===== config.mk =====
export PLATFORM = sky130hd
export DESIGN_NAME = branch_target_unit
export DESIGN_NICKNAME = d
export VERILOG_FILES = /design/src/rtl/branch_target_unit.sv
export SDC_FILE = /design/constraint.sdc
export NUM_CORES = 1
export LEC_CHECK = 0
export ABC_AREA = 1
export CAP_MARGIN = 20
export CORE_MARGIN = 3
export CORE_UTILIZATION = 55
export CTS_CLUSTER_DIAMETER = 200
export DETAILED_ROUTE_END_ITERATION = 8
export DONT_BUFFER_PORTS = 1
export HOLD_SLACK_MARGIN = 0.08
export PLACE_DENSITY = 0.75
export SLEW_MARGIN = 40
export SYNTH_ARGS = -nofsm -noshare
export SYNTH_HDL_FRONTEND = slang
export SYNTH_SLANG_ARGS = --single-unit

===== constraint.sdc =====
create_clock -name Clk -period 1.9 [get_ports Clk]
set_input_delay 0.19 -clock Clk [delete_from_list [all_inputs] [get_ports Clk]]
set_output_delay 0.19 -clock Clk [all_outputs]
set_load 0.03 [all_outputs]

===== src/rtl/branch_target_unit.sv =====
// Two-stage branch/jump target unit: resolves the condition and
// produces Target, NextPC, Taken and Misalign behind a valid/ready pipe.
module branch_target_unit #(
  parameter int WIDTH      = 32,
  parameter int OFF_WIDTH  = 16,
  parameter int SHIFT      = 2,
  parameter int INC        = 4,
  parameter int ALIGN_BITS = 2
) (
  input  logic                 Clk,
  input  logic                 Rst_n,
  input  logic                 Flush,
  input  logic                 In_Valid,
  output logic                 In_Ready,
  input  logic [WIDTH-1:0]     PCIn,
  input  logic [WIDTH-1:0]     RegBase,
  input  logic [WIDTH-1:0]     OpA,
  input  logic [WIDTH-1:0]     OpB,
  input  logic [OFF_WIDTH-1:0] Offset,
  input  logic [2:0]           Mode,
  output logic                 Out_Valid,
  input  logic                 Out_Ready,
  output logic [WIDTH-1:0]     Target,
  output logic [WIDTH-1:0]     NextPC,
  output logic                 Taken,
  output logic                 Misalign
);

  localparam logic [2:0] M_BEQ = 3'd0;
  localparam logic [2:0] M_BNE = 3'd1;
  localparam logic [2:0] M_BLT = 3'd2;
  localparam logic [2:0] M_BGE = 3'd3;
  localparam logic [2:0] M_JAL = 3'd4;
  localparam logic [2:0] M_JR  = 3'd5;

  logic             r_v1;
  logic             r_v2;
  logic [WIDTH-1:0] r_base;
  logic [WIDTH-1:0] r_extoff;
  logic [WIDTH-1:0] r_pcinc;
  logic             r_cond;
  logic [WIDTH-1:0] r_target;
  logic [WIDTH-1:0] r_nextpc;
  logic             r_taken;
  logic             r_mis;

  logic             w_s2_adv;
  logic             w_s1_adv;
  logic             w_ld1;
  logic             w_ld2;
  logic             w_cond;
  logic [WIDTH-1:0] w_ext;
  logic [WIDTH-1:0] w_extoff;
  logic [WIDTH-1:0] w_target;
  logic             w_mis;

  assign w_s2_adv = ~r_v2 | Out_Ready;
  assign w_s1_adv = ~r_v1 | w_s2_adv;
  // Flush empties both stages, so the unit is always ready then
  assign In_Ready = w_s1_adv | Flush;
  assign w_ld1    = In_Valid & w_s1_adv & ~Flush;
  assign w_ld2    = r_v1 & w_s2_adv & ~Flush;

  assign w_ext    = {{(WIDTH-OFF_WIDTH){Offset[OFF_WIDTH-1]}}, Offset};
  assign w_extoff = w_ext << SHIFT;

  always_comb begin
    w_cond = 1'b0;
    unique case (1'b1)
      (Mode == M_BEQ): w_cond = (OpA == OpB);
      (Mode == M_BNE): w_cond = (OpA != OpB);
      (Mode == M_BLT): w_cond = ($signed(OpA) < $signed(OpB));
      (Mode == M_BGE): w_cond = ($signed(OpA) >= $signed(OpB));
      (Mode == M_JAL): w_cond = 1'b1;
      (Mode == M_JR):  w_cond = 1'b1;
      default:         w_cond = 1'b0;
    endcase
  end

  assign w_target = r_base + r_extoff;
  assign w_mis    = r_cond & (w_target[ALIGN_BITS-1:0] != '0);

  always_ff @(posedge Clk or negedge Rst_n) begin
    if (!Rst_n) begin
      r_v1 <= 1'b0;
      r_v2 <= 1'b0;
    end else if (Flush) begin
      r_v1 <= 1'b0;
      r_v2 <= 1'b0;
    end else begin
      if (w_s2_adv) r_v2 <= r_v1;
      if (w_s1_adv) r_v1 <= In_Valid;
    end
  end

  always_ff @(posedge Clk or negedge Rst_n) begin
    if (!Rst_n) begin
      r_base   <= '0;
      r_extoff <= '0;
      r_pcinc  <= '0;
      r_cond   <= 1'b0;
    end else if (w_ld1) begin
      r_base   <= (Mode == M_JR) ? RegBase : PCIn;
      r_extoff <= w_extoff;
      r_pcinc  <= PCIn + WIDTH'(INC);
      r_cond   <= w_cond;
    end
  end

  always_ff @(posedge Clk or negedge Rst_n) begin
    if (!Rst_n) begin
      r_target <= '0;
      r_nextpc <= '0;
      r_taken  <= 1'b0;
      r_mis    <= 1'b0;
    end else if (w_ld2) begin
      r_target <= w_target;
      r_nextpc <= r_cond ? w_target : r_pcinc;
      r_taken  <= r_cond;
      r_mis    <= w_mis;
    end
  end

  assign Out_Valid = r_v2;
  assign Target    = r_target;
  assign NextPC    = r_nextpc;
  assign Taken     = r_taken;
  assign Misalign  = r_mis;

endmodule


-- Word-level counts from Yosys, hierarchy flattened
Index checks and enable logic that the tools add are counted.
- flip-flop bits (word level): 149
- memories kept: 0
- RAM bits: 0
- memory bits (read-only): 0
- bits in latches: 0
- shift operators: 0
- order comparisons: 2
- reductions and logical operators: 5
- bitwise logic cells: 11
- eq/ne operators: 7
- div/mod/pow operators: 0
- $mul: 0
- $add $sub $neg: 2
- mux-type cells: 7
- operator list (operator ; number):
    $mux 32 ; 2
    $add 32x3->32 const B ; 1
    $add 32x32->32 ; 1
    $eq 32x32->1 ; 1
    $ge 32x32->1 ; 1
    $lt 32x32->1 ; 1
    $ne 32x32->1 ; 1
    $eq 3x2->1 const B ; 2
    $eq 3x3->1 const B ; 2
    $reduce_bool 2->1 ; 3
    $and 1x1->1 ; 5
    $pmux 1 s5 ; 1
    $mux 1 ; 4
    $eq 3x1->1 const B ; 1
    $logic_not 3->1 ; 1
    $not 1->1 ; 3
    $or 1x1->1 ; 3
    $reduce_or 2->1 ; 1

-- Longest topological paths before layout
- depth after elaboration: 5
- depth in mapped cells: 19
- gate-level depth less buffers: 19

-- Worst setup path before layout
Ideal clock, no wire load.
- path type: register -> register
- from: register r_base[2]
- to: register r_nextpc[24] (netlist: NextPC[24])
- path buffers: 0
- cell stages (with the launch flop): 15
- arrival: 1.966 ns
- setup slack: -0.188 ns
- clock period less this slack: 2.088 ns
- path through: dfrtp_1 -> ha_1 -> inv_1 -> fa_1 -> nand3b_1 -> nand2_1 -> a21boi_1 -> o21ai_1 -> nand3_1 -> nand2_1 -> nand2_1 -> nand2_1 -> nand2_1 -> nand3_1 -> nand2_1
- cells in the longest elaborated chain, start to end: 2
- ends and longest elaborated chain (element ; RTL line ; text):
    from (decl) ; 38 ; logic [WIDTH-1:0] r_base;
    from (signal assigned) ; 103 ; r_base <= (Mode == M_JR) ? RegBase : PCIn;
    $add 32x32->32 ; 80 ; assign w_target = r_base + r_extoff;
    $mux 32 ; 118 ; r_nextpc <= r_cond ? w_target : r_pcinc;
    to (signal assigned) ; 118 ;
    to (decl) ; 43 ; logic [WIDTH-1:0] r_nextpc;
Every way passes these cells.
A chain may end at the register's enable or synchronous reset.

-- Worst setup path in the final report
- from: register r_extoff[2]
- to: register r_target[30] (netlist: Target[30])
- cells in the longest elaborated chain, start to end: 1
- ends and longest elaborated chain (element ; RTL line ; text):
    from (decl) ; 39 ; logic [WIDTH-1:0] r_extoff;
    from (signal assigned) ; 104 ; r_extoff <= w_extoff;
    $add 32x32->32 ; 80 ;
    to (signal assigned) ; 117 ; r_target <= w_target;
    to (decl) ; 42 ; logic [WIDTH-1:0] r_target;
Every way passes these cells.

==> impl_metrics.yaml <==
clock_tree:
  h-tree-depth: 4
  clk_pin_slew_worst_paths_ps: 70
  cts_root_buf: "clkbuf_16"
  clock_path_buffers: 2
  numCtsBuffers: 17
  ctsHoldBuffers: 121
  cts_tree: "built"
  cts.sinks: 149
  clk_latency_ps: 450
sta:
  rsz0062_at_grt: "yes"
  setup-violations-final: 47
  fin_ws_ps: -343.4
  period_share: 1.181
  finalCriticalPeriod_ps: 2243
  setup_tns_ps: -8738
  maxSlewHeadroom: 0.6912
  whs_ps: -559.0
  drv_slew: 0
  clock-skew-final_ps: 22.63
  hold_viol_final: 149
  fmax_mhz: 445.8
  worstMarginPinSlew_ps: 463.2
floorplanning:
  start_util: 0.5729
  rows: 46
  coreArea_um2: 16230
  io_pins: 220
  die_w_um: 136.0
  die_area_um2: 18500
  fp.dieH_um: 136.0
detailed_routing:
  routed_wl_um: 39630
  num_vias: 10661
  ant_nets: 0
  dr_wl_met3_um: 4839
  initialDrtViolationCount: 1361
  wl_per_cell_um: 23.37
  topRoutingLayerUsed: "met5"
  wl_met1_um: 14680
  dr_wl_met2_um: 18880
  viasPerCell: 6.286
  first_pass_iters: 6
  drc_errors: 0
placed_design:
  hpwl_um: 22600
  place.port_buffers: 0
  pre_cts_ws_ps: -352.8
  gp_congestion: 0.9283
job:
  max_cap_viol_count: 0
logic_synthesis:
  ys_seq_area_frac: 0.4010
  netlist-cell-type-count: 41
  postSynthCellCount: 1230
  syn_area_per_cell_um2: 7.560
  synthesis.nets: 1445
  synth_seq_cells: 149
  ys_warn_count: 0
  syn_area_um2: 9299
worst_setup_path:
  start_kind: "flip-flop"
  crit_buf_inv: 1
  worst_setup_path_end_kind: "flip-flop"
  critPathSlowestCell: "dfrtp_1"
  required_ps: 2220
  arrival_ps: 2560
  cpMostUsedCell: "nand2_1"
  path_delay_family: "simple AND/OR/NAND/NOR gates"
  path_cells: "ha_2 -> inv_2 -> fa_2 -> nand3b_1 -> nand2_2 -> a21boi_4 -> o21ai_2 -> nand2_1 -> nand2_2 -> nand3_2 -> nand2_1 -> nand2_1 -> nand3_1 -> nand2_1"
  max_stage_delay_ps: 370
  worstPathMaxFanout: 3
  crit_type: "reg -> reg"
global_routing:
  antenna_found_initial: 1
  first_global_vias: 10322
  grt_pass1_wl_um: 55210
  grt-ovfl-total: 0
  grt_usage: 0.3867
  grt_max_degree: 150
cells_and_area:
  final_common_cell: "nand2_1"
  final_cell_mix: "298 x nand2_1, 147 x dfrtp_1, 119 x buf_4"
  multi_input_area_um2: 6175
  drive_gt1_frac: 0.2689
  regArea_um2: 3731
  n_antenna_cell: 0
  syn_to_final_growth_pct: 47.59
  fillers: 906
  fin_nets: 1683
min_path:
  hp-class: "in -> async"
status:
  status: "finished, violations left"
  violations: "hold timing, setup timing"
power_and_ir_drop:
  power_w: 0.01541
  ir_drop_mv: 0.7961
  p_leak_nw: 6.278
  power_density_nw_per_um2: 1123
## cell usage after synthesis (all sizes together)
| cell type | number | area (um2) |
|---|---|---|
| nand2 | 337 | 1282 |
| dfrtp | 149 | 3729 |
| inv | 121 | 454.2 |
| a21oi | 117 | 585.6 |
| nor2 | 99 | 402.9 |
| o21ai | 72 | 360.3 |
| ha | 62 | 775.7 |
| nand3 | 55 | 287.8 |
| nand4 | 47 | 294.0 |
| clkbuf | 38 | 142.6 |
| a22oi | 21 | 157.7 |
| nor3 | 19 | 111.4 |
| xnor2 | 18 | 157.7 |
| xor2 | 18 | 157.7 |
| buf | 8 | 31.28 |
| nand3b | 6 | 45.04 |
| o211ai | 6 | 45.04 |
| nor4 | 5 | 31.28 |
| o221ai | 5 | 43.79 |
| a31oi | 4 | 25.02 |
| o21a | 4 | 30.03 |
| or2 | 4 | 25.02 |
| o21bai | 3 | 22.52 |
| a21boi | 2 | 15.01 |
| a21o | 2 | 15.01 |
| o22ai | 2 | 12.51 |
| o311ai | 2 | 17.52 |
| clkinv | 1 | 3.750 |
| fa | 1 | 20.02 |
| nor4b | 1 | 8.760 |
| o2111ai | 1 | 8.760 |
## area by class of cell
class	count	share of cell area
Timing Repair Buffer	265	0.1817
Sequential cell	149	0.2719
Tap cell	216	0.01969
Clock inverter	14	0.01194
Inverter	122	0.03391
Clock buffer	17	0.03100
Multi-Input combinational cell	913	0.4499
## stage by stage
stage | hold WS, ps | std cells | cell area [um2] | utilization
finish | -559.0 | 1696 | 13720 | 0.8456
global route | -572.7 | 1696 | 13720 | 0.8456
CTS | -563.1 | 1677 | 13020 | 0.8023
detailed placement | -102.4 | 1513 | 10340 | 0.6372
global placement | -102.6 | 1513 | 10340 | 0.6372
floorplan | -105.6 | 1230 | 9343 | -
## per-layer routing
layer | vias to the layer above | global-route usage
li1 | 4588 | -
met3 | 139 | 0.1066
met1 | 5062 | 0.5105
met4 | 2 | 0.1008
met5 | - | 0
met2 | 870 | 0.6310
## kinds of logic after synthesis
| group | count (synthesis) | share of synthesized area |
|---|---|---|
| buffers and inverters | 168 | 0.06795 |
| AOI/OAI and AO/OA | 241 | 0.1440 |
| and+or+nand+nor | 573 | 0.2676 |
| adders and majority gates | 63 | 0.08558 |
| xor gates and xnor gates | 36 | 0.03391 |
| DFF | 149 | 0.4010 |
## what timing repair did
action,CTS,global route
cloned,0,3
endpoints found under the setup margin,44,66
endpoints found under the hold margin,228,149
setup buffers,13,19
resized for setup,157,116
pin swaps,51,53
## power by group
group	leakage [nW]	internal [W]	switching, W
combinational	4.19	0.00287	0.00328
sequential	1.81	0.00393	0.00182
clock	0.285	0.00197	0.00155
## flip-flops by register name, indices dropped and copies added (netlist names)
register	flops
NextPC	32
Target	32
r_base	32
r_pcinc	32
r_extoff	16
Misalign	1
Out_Valid	1
Taken	1
r_cond	1
r_v1	1
## worst reg2reg max path, cell delays in order, from the launching register on
cell      delay (ps)
dfrtp_1          370
ha_2             190
inv_2             40
fa_2             350
nand3b_1         180
nand2_2          100
a21boi_4          80
o21ai_2          190
nand2_1           90
nand2_2          110
nand3_2          100
nand2_1           80
nand2_1           70
nand3_1           80
nand2_1           80
## path summary, 6_finish.rpt
path | startpoint | end | slack [ps] | depth (start not counted)
hold / removal | Rst_n | Target[3]$_DFFE_PN0P_ | -560 | 0
hold reg to reg | r_pcinc[13]$_DFFE_PN0P_ | r_pcinc[13]$_DFFE_PN0P_ | 490 | 2
setup reg to reg | r_extoff[2]$_DFFE_PN0P_ | Target[30]$_DFFE_PN0P_ | -340 | 14
setup / recovery | r_extoff[2]$_DFFE_PN0P_ | Target[30]$_DFFE_PN0P_ | -340 | 14
max in group asynchronous | Rst_n | r_extoff[17]$_DFFE_PN0P_ | 2240 | 0
min in group Clk | PCIn[24] | r_pcinc[26]$_DFFE_PN0P_ | 100 | 4
(Power assumes the default switching activity.)
